[config.mk]
export PLATFORM = sky130hd
export DESIGN_NAME = phase_timer_ctrl
export DESIGN_NICKNAME = d
export VERILOG_FILES = /design/src/rtl/phase_timer_ctrl.sv
export SDC_FILE = /design/constraint.sdc
export NUM_CORES = 1
export LEC_CHECK = 0
export CORE_AREA = 2 2 64 66
export CTS_BUF_LIST = sky130_fd_sc_hd__clkbuf_16
export CTS_CLUSTER_DIAMETER = 80
export DETAILED_ROUTE_END_ITERATION = 8
export DIE_AREA = 0 0 66 68
export GPL_TIMING_DRIVEN = 0
export PLACE_DENSITY = 0.84
export SLEW_MARGIN = 20
export SYNTH_ARGS = -nofsm -noshare
export SYNTH_HDL_FRONTEND = slang
export SYNTH_SLANG_ARGS = --single-unit
[constraint.sdc]
create_clock -name clk -period 7.8 [get_ports clk]
set_input_delay 0.78 -clock clk [delete_from_list [all_inputs] [get_ports clk]]
set_output_delay 0.78 -clock clk [all_outputs]
set_load 0.02 [all_outputs]
[src/rtl/phase_timer_ctrl.sv]
// rtl/phase_timer_ctrl.sv - four-phase sequencer driving one programmable down-counter
//
// Steps a single down-counter through four programmable phase durations,
// decrementing only on cei ticks, with hold/skip/abort control.
//
// Parameters:
//   CNT_W          counter width
//   DUR0..DUR3     phase lengths in cei ticks (1 .. 2^CNT_W-1)
// Ports:
//   clk            rising-edge clock
//   reset          asynchronous active-low reset
//   cei            count-enable tick
//   start          begin a sequence at phase 0 (IDLE only)
//   loop           at phase-3 completion: 1 wraps to phase 0, 0 finishes
//   hold           level; freezes counting while high
//   skip           complete the current phase immediately
//   abort          return to IDLE
//   phase          current phase index
//   count          remaining ticks minus one in the current phase
//   busy           high in RUN or HOLD
//   held           high in HOLD
//   phase_done     one-cycle pulse per phase completion
//   seq_done       one-cycle pulse when a non-looping sequence ends
module phase_timer_ctrl #(
  parameter int unsigned      CNT_W = 24,
  parameter logic [CNT_W-1:0] DUR0  = CNT_W'(5000000),
  parameter logic [CNT_W-1:0] DUR1  = CNT_W'(5000000),
  parameter logic [CNT_W-1:0] DUR2  = CNT_W'(5000000),
  parameter logic [CNT_W-1:0] DUR3  = CNT_W'(5000000)
) (
  input  logic             clk,
  input  logic             reset,
  input  logic             cei,
  input  logic             start,
  input  logic             loop,
  input  logic             hold,
  input  logic             skip,
  input  logic             abort,
  output logic [1:0]       phase,
  output logic [CNT_W-1:0] count,
  output logic             busy,
  output logic             held,
  output logic             phase_done,
  output logic             seq_done
);

  localparam logic [CNT_W-1:0] DUR0_M1 = DUR0 - CNT_W'(1);
  localparam logic [CNT_W-1:0] DUR1_M1 = DUR1 - CNT_W'(1);
  localparam logic [CNT_W-1:0] DUR2_M1 = DUR2 - CNT_W'(1);
  localparam logic [CNT_W-1:0] DUR3_M1 = DUR3 - CNT_W'(1);

  typedef enum logic [1:0] {
    IDLE = 2'd0,
    RUN  = 2'd1,
    HOLD = 2'd2
  } state_t;

  state_t           state, state_n;
  logic [1:0]       phase_n;
  logic [CNT_W-1:0] count_n;
  logic             phase_done_n;
  logic             seq_done_n;
  logic             complete;

  function automatic logic [CNT_W-1:0] dur_m1(input logic [1:0] p);
    case (p)
      2'd0:    return DUR0_M1;
      2'd1:    return DUR1_M1;
      2'd2:    return DUR2_M1;
      default: return DUR3_M1;
    endcase
  endfunction

  always_ff @(posedge clk or negedge reset) begin
    if (!reset) begin
      state      <= IDLE;
      phase      <= 2'd0;
      count      <= '0;
      busy       <= 1'b0;
      held       <= 1'b0;
      phase_done <= 1'b0;
      seq_done   <= 1'b0;
    end else begin
      state      <= state_n;
      phase      <= phase_n;
      count      <= count_n;
      busy       <= (state_n != IDLE);
      held       <= (state_n == HOLD);
      phase_done <= phase_done_n;
      seq_done   <= seq_done_n;
    end
  end

  always_comb begin
    state_n      = state;
    phase_n      = phase;
    count_n      = count;
    phase_done_n = 1'b0;
    seq_done_n   = 1'b0;
    complete     = 1'b0;

    case (state)
      IDLE: begin
        if (start && !abort) begin
          state_n = RUN;
          phase_n = 2'd0;
          count_n = DUR0_M1;
        end
      end
      RUN: begin
        if (abort) begin
          state_n = IDLE;
          phase_n = 2'd0;
          count_n = '0;
        end else if (skip) begin
          complete = 1'b1;
        end else if (hold) begin
          // cei in this cycle is deliberately dropped
          state_n = HOLD;
        end else if (cei) begin
          if (count != '0) count_n = count - CNT_W'(1);
          else             complete = 1'b1;
        end
      end
      HOLD: begin
        if (abort) begin
          state_n = IDLE;
          phase_n = 2'd0;
          count_n = '0;
        end else if (skip) begin
          // skip always returns to RUN; a still-high hold re-enters HOLD next cycle
          complete = 1'b1;
        end else if (!hold) begin
          state_n = RUN;
        end
      end
      default: begin
        state_n = IDLE;
        phase_n = 2'd0;
        count_n = '0;
      end
    endcase

    // Next phase is loaded on the completing edge so phases run back to back
    if (complete) begin
      phase_done_n = 1'b1;
      if (phase != 2'd3) begin
        state_n = RUN;
        phase_n = phase + 2'd1;
        count_n = dur_m1(phase + 2'd1);
      end else if (loop) begin
        state_n = RUN;
        phase_n = 2'd0;
        count_n = DUR0_M1;
      end else begin
        state_n    = IDLE;
        phase_n    = 2'd0;
        count_n    = '0;
        seq_done_n = 1'b1;
      end
    end
  end

endmodule

==> flow_summary.json, run 1 <==
{
  "multiInputGateArea_um2": 1190,
  "fin_skew_ns": 0.00545,
  "worstReg2RegEnd": "count[11]$_DFFE_PN0P_",
  "syn_area_um2": 2120,
  "antennaDiodeCount": 0,
  "crit_arrival_ns": 3.75,
  "cts_resized": 0,
  "p_leak_nw": 1.13,
  "avgRoutedWirePerCell_um": 16.3,
  "startpoint_type": "input port",
  "critPathKind": "input port to flop",
  "yosys-top-cells-count": "dfrtp_1, o21ai_0, nor2_1",
  "pwr-share-clk_pct": 19.6,
  "num_vias": 2112,
  "cp_max_fo": 10,
  "wl_met1_mm": 2.42,
  "htreeDepth": 2,
  "power_density_nw_per_um2": 350,
  "p_seq_share_pct": 29.9,
  "min_to": "count[13]$_DFFE_PN0P_",
  "fill_cells": 339,
  "core-area_um2": 3860,
  "synth_area_leaders": "dfrtp_1, o21ai_0, a21oi_1",
  "drt_iter0_drc": 174,
  "p_sw_mw": 0.410,
  "grt_use_total_pct": 27.1,
  "drt_first_pass_iters": 4,
  "r2r_cells": 8,
  "worstPathRequired_ns": 7.99,
  "grt_pass1_vias": 1978,
  "fin_nets": 305,
  "avgViaCountPerCell": 6.19,
  "ctsHoldBuffers": 0,
  "io_pins": 38,
  "setup_viol_count_final": 0,
  "relSlewSlack_pct": 47.3,
  "intPower_mw": 0.528,
  "synthFlopType": "dfrtp_1",
  "cts_buffers": 5,
  "grt_overflow": 0,
  "hp-start": "count[13]$_DFFE_PN0P_",
  "die_h_um": 68,
  "yosys_warnings": 0,
  "final.period_utilization_pct": 45.6,
  "synthArstFlopShare_pct": 100,
  "syn_inst": 246,
  "drt_wl_total_mm": 5.58,
  "finalSetupTns_ns": 0,
  "clock_path_buffers": 2,
  "status": "complete, no violations",
  "synth_top_area_cell": "dfrtp_1",
  "numClockSinks": 32,
  "synthDistinctLibCells": 56,
  "hold_class": "flop to flop",
  "final_antenna_net_count": 0,
  "synthToLayoutAreaGrowth_pct": 26.7,
  "gp_congestion": 0.899,
  "finalCriticalPeriod_ns": 3.56,
  "grt_max_degree": 33,
  "drive_gt1_share_pct": 10.3,
  "hpwl_mm": 3.92,
  "tritoncts": "built",
  "r2r_slack_ns": 4.73,
  "pwr-share-comb_pct": 50.5,
  "antenna_found_initial": 0,
  "cap_viol_max_count": 0,
  "maxSlewViolCount": 0,
  "syn-num-nets": 261,
  "routed.top_layer": "met4",
  "ys_seq_elements": 32,
  "wl_met2_mm": 2.74,
  "synth-edff-count": 0,
  "drcViolationCount": 0,
  "tightest_slew_ns": 0.787,
  "hold_violations": 0,
  "synthMostInstantiatedCell": "dfrtp_1",
  "wl_met3_um": 316,
  "numPortBuffers": 37,
  "p_sw_share_pct": 43.7,
  "reg2reg_from": "state[0]$_DFF_PN0_",
  "root_buffer": "clkbuf_16",
  "dieArea_um2": 4490,
  "cts_setup_buffers": 0,
  "synth_top_cell_area_share_pct": 37.8,
  "peakVddDrop_uv": 208,
  "syn-mean-instance-area_um2": 8.60,
  "seq_area_um2": 801,
  "holdPathStages": 1,
  "grt_pass1_wl_mm": 9.23,
  "rsz0062_at_grt": "no",
  "max_freq_mhz": 281,
  "fp-row-count": 23,
  "die_w_um": 66,
  "cts.clk_slew.worst_paths_ns": 0.05,
  "critPathCaptureType": "flop",
  "power_mw": 0.938,
  "initial_core_util_pct": 54.9,
  "clk_latency_ns": 0.28,
  "seq_area_frac_synth_pct": 37.8
}
## cells by family (layout without fill, tap and decap cells)
logic type      count (synthesis)  in the layout  synth area share, %
compound gates                 91             91                 28.5
xor+xnor                        4              4                 1.66
fa+ha+maj                       7              7                 4.14
buf+inv                        24             69                 5.91
flops                          32             32                 37.8
simple gates                   88             88                 21.9
## state kept, by name, summed over array words and instances (netlist names)
signal	count
phase_done	1
count	24
held	1
state	2
seq_done	1
busy	1
phase	2
## per-layer routing
layer	vias to the layer above	track usage (%)
met5	-	0
met4	0	9.69
met3	10	5.59
met2	71	46.5
met1	1030	34.2
li1	1001	-
## area by class of cell
type                       instances  share of cell area [%]
tap                               50                    2.33
multi-input combinational        190                    44.4
inverter                           9                    1.26
sequential                        32                    29.9
timing repair buffer              37                    13.6
buffer                            15                    3.41
clock buffer                       5                    4.67
clock inverter                     3                   0.420
## metrics by stage
step                instances  setup WS (ns)  area [um^2]  util (%)  hold WS (ns)
finish                    341           4.24         2680      69.5         0.518
global route              341           3.95         2680      69.5         0.533
CTS                       341           4.31         2680      69.5         0.513
detailed placement        333           4.06         2540      66.0         0.501
global placement          333           4.10         2550      66.1         0.504
floorplan                 246           5.17         2120         -         0.484
## worst max-delay path by stage
stage                     depth (start not counted)                  from  slack, ns                     to
after floorplan                                   9  count[6]$_DFFE_PN0P_       5.17  count[10]$_DFFE_PN0P_
after global placement                            8                 abort       4.10  count[22]$_DFFE_PN0P_
after detailed placement                          8                 abort       4.06  count[22]$_DFFE_PN0P_
after CTS                                         8                 abort       4.31   count[3]$_DFFE_PN0P_
after global routing                              8                 abort       3.95   count[0]$_DFFE_PN0P_
final                                             8                 abort       4.24  count[11]$_DFFE_PN0P_
## cells in the final DEF, fill, tap and decap left out, types with 7 or more instances in the layout
cell type        Yosys  routed
a21oi_1             20      20
clkdlybuf4s50_1      0      36
dfrtp_1             32      32
ha_1                 7       7
inv_1                7       9
nand2_1             15      15
nor2_1              23      23
nor4_1               9       9
o21ai_0             24      24
o22ai_1              8       8
## worst max-delay path: stages
cell and delay [ns]:
clkdlybuf4s50_1 0.62, nand2b_1 0.14, clkbuf_1 0.32, o221ai_1 0.42, a31oi_1 0.72, clkbuf_1 0.42, o21ai_0 0.13, o21ai_0 0.19
## power by group through the flow
stage | Combinational (mW) | Sequential [mW] | Clock, mW
after floorplan | 0.267 | 0.314 | 0
after global placement | 0.455 | 0.279 | 0
after detailed placement | 0.464 | 0.280 | 0
after CTS | 0.472 | 0.278 | 0.187
after global routing | 0.518 | 0.290 | 0.193
final | 0.474 | 0.281 | 0.184
Power figures use the tool's default switching activity.
==> run 2, diff against run 1 <==
--- a/config.mk
+++ b/config.mk
@@ -5,13 +5,13 @@
 export SDC_FILE = /design/constraint.sdc
 export NUM_CORES = 1
 export LEC_CHECK = 0
-export CORE_AREA = 2 2 64 66
+export CORE_AREA = 2 2 70 72
 export CTS_BUF_LIST = sky130_fd_sc_hd__clkbuf_16
 export CTS_CLUSTER_DIAMETER = 80
 export DETAILED_ROUTE_END_ITERATION = 8
-export DIE_AREA = 0 0 66 68
+export DIE_AREA = 0 0 72 74
 export GPL_TIMING_DRIVEN = 0
-export PLACE_DENSITY = 0.84
+export PLACE_DENSITY = 0.75
 export SLEW_MARGIN = 20
 export SYNTH_ARGS = -nofsm -noshare
 export SYNTH_HDL_FRONTEND = slang
==> constraint.sdc (replaced) <==
create_clock -name clk -period 3 [get_ports clk]
set_input_delay 0.3 -clock clk [delete_from_list [all_inputs] [get_ports clk]]
set_output_delay 0.3 -clock clk [all_outputs]
set_load 0.02 [all_outputs]
==> run 2 against run 1 <==
- sequential power increased to 2.6 times the previous value
- wire length decreased by 2.0%
- total power increased to 2.7 times the previous value
- non-clock buffer count unchanged
- critical path depth increased by 1
- largest cell class unchanged
==> flow_summary.json, run 2 (synthesis results as in run 1) <==
{
  "grt_max_degree": 33,
  "clock_path_buffers": 2,
  "root_buffer": "clkbuf_16",
  "max_freq_mhz": 361,
  "cp_max_fo": 10,
  "htreeDepth": 2,
  "numClockSinks": 32,
  "multiInputGateArea_um2": 1220,
  "gp_congestion": 0.854,
  "avgRoutedWirePerCell_um": 15.8,
  "hold_violations": 0,
  "grt_overflow": 0,
  "hpwl_mm": 3.78,
  "p_leak_nw": 1.13,
  "power_density_nw_per_um2": 926,
  "fin_nets": 305,
  "drt_first_pass_iters": 4,
  "worstPathRequired_ns": 3.16,
  "fill_cells": 390,
  "maxSlewViolCount": 0,
  "grt_use_total_pct": 22.1,
  "relSlewSlack_pct": 51.6,
  "cp_slowest_cell": "or4_4",
  "drcViolationCount": 0,
  "clk_latency_ns": 0.28,
  "cp_cell_sequence": "or4_1 > buf_2 > or4_4 > buf_6 > o41ai_4 > a21oi_2 > buf_6 > o21ai_1 > o41ai_1",
  "setup_viol_count_final": 0,
  "largest_reg_flops": 24,
  "final_util_pct": 59.5,
  "final_cell_mix": "clkdlybuf4s50_1, dfrtp_1, o21ai_0",
  "crit_arrival_ns": 2.93,
  "cts_buffers": 5,
  "cts_resized": 0,
  "cap_viol_max_count": 0,
  "avgViaCountPerCell": 5.95,
  "final_common_cell": "clkdlybuf4s50_1",
  "cts.clk_slew.worst_paths_ns": 0.05,
  "tightest_slew_ns": 0.727,
  "die_w_um": 72,
  "regMostFlops": "count",
  "status": "complete, no violations",
  "critPathKind": "flop to flop",
  "reg_top3": "count x24, phase x2, state x2",
  "num_vias": 2053,
  "drive_gt1_share_pct": 11.7,
  "fin_area_um2": 2740,
  "slowest_delay_ns": 0.52,
  "die_h_um": 74,
  "peakVddDrop_uv": 503,
  "cts_setup_buffers": 0,
  "drt_iter0_drc": 140,
  "path_buf_inv": 3,
  "final.period_utilization_pct": 92.3,
  "grt_pass1_vias": 1876,
  "antenna_found_initial": 0,
  "dieArea_um2": 5330,
  "fin_hold_ws_ns": 0.0747,
  "fp-row-count": 25,
  "antennaDiodeCount": 0,
  "ctsHoldBuffers": 0,
  "rsz0062_at_grt": "no",
  "final_antenna_net_count": 0,
  "cp_common_cell": "buf_6",
  "seq_area_um2": 801,
  "numPortBuffers": 37,
  "cp_top_family": "simple AND/OR/NAND/NOR gates",
  "initial_core_util_pct": 46.0,
  "hold_class": "input port to asynchronous set/reset pin",
  "fin_skew_ns": 0.00629,
  "finalCriticalPeriod_ns": 2.77,
  "power_mw": 2.54,
  "core-area_um2": 4600,
  "startpoint_type": "flop",
  "tritoncts": "built",
  "drt_wl_total_mm": 5.47,
  "io_pins": 38,
  "place_area_um2": 2550,
  "grt_pass1_wl_mm": 9.05,
  "synthToLayoutAreaGrowth_pct": 29.4,
  "critPathCaptureType": "flop"
}
-- run 2: worst register-to-register path, cell delays in order (launching register included) --
cell and delay [ns]:
dfrtp_1 0.47, or4_1 0.50, buf_2 0.18, or4_4 0.52
buf_6 0.16, o41ai_4 0.29, a21oi_2 0.14, buf_6 0.16
o21ai_1 0.14, o41ai_1 0.09
-- run 2: final timing paths --
kind / startpoint / end / slack (ns) / cells after the start
min in group clk: count[13]$_DFFE_PN0P_ / count[13]$_DFFE_PN0P_ / 0.52 / 1
max in group asynchronous: reset / count[2]$_DFFE_PN0P_ / 2.45 / 1
worst min-delay path: reset / count[21]$_DFFE_PN0P_ / 0.07 / 1
worst max register to register: count[4]$_DFFE_PN0P_ / count[23]$_DFFE_PN0P_ / 0.23 / 9
worst max-delay path: count[4]$_DFFE_PN0P_ / count[23]$_DFFE_PN0P_ / 0.23 / 9
worst min register to register: count[13]$_DFFE_PN0P_ / count[13]$_DFFE_PN0P_ / 0.52 / 1
-- run 2: area by class of cell --
type                            instances  share of cell area, %
Clock inverter                          3                   1.37
Tap cell                               54                   2.47
Clock buffer                            5                   4.57
Inverter                                9                   1.23
Sequential cell                        32                   29.3
Multi-Input combinational cell        190                   44.4
Timing Repair Buffer                   37                   13.3
Buffer                                 15                   3.34
-- run 2: per-stage QoR --
stage | TNS, ns | setup WS (ns) | cells
after floorplan | 0 | 0.370 | 246
after global placement | -2.65 | -0.238 | 337
after detailed placement | -1.97 | -0.207 | 337
after CTS | 0 | 0.0658 | 345
after global routing | 0 | 0.0992 | 345
final | 0 | 0.232 | 345
-- run 2: report_power, final --
part	switching, mW	total (mW)	internal (mW)
clock network	0.184	0.570	0.385
logic	0.698	1.23	0.534
registers	0.183	0.734	0.551
total	1.07	2.54	1.47
-- run 2: routing by layer --
| layer | vias up | GRT usage (%) | part of all wire [%] |
|---|---|---|---|
| met3 | 6 | 5.42 | 5.5 |
| li1 | 1004 | - | - |
| met5 | - | 0 | 0 |
| met2 | 66 | 35.1 | 48 |
| met4 | 0 | 6.71 | 1.8 |
| met1 | 977 | 30.1 | 45 |
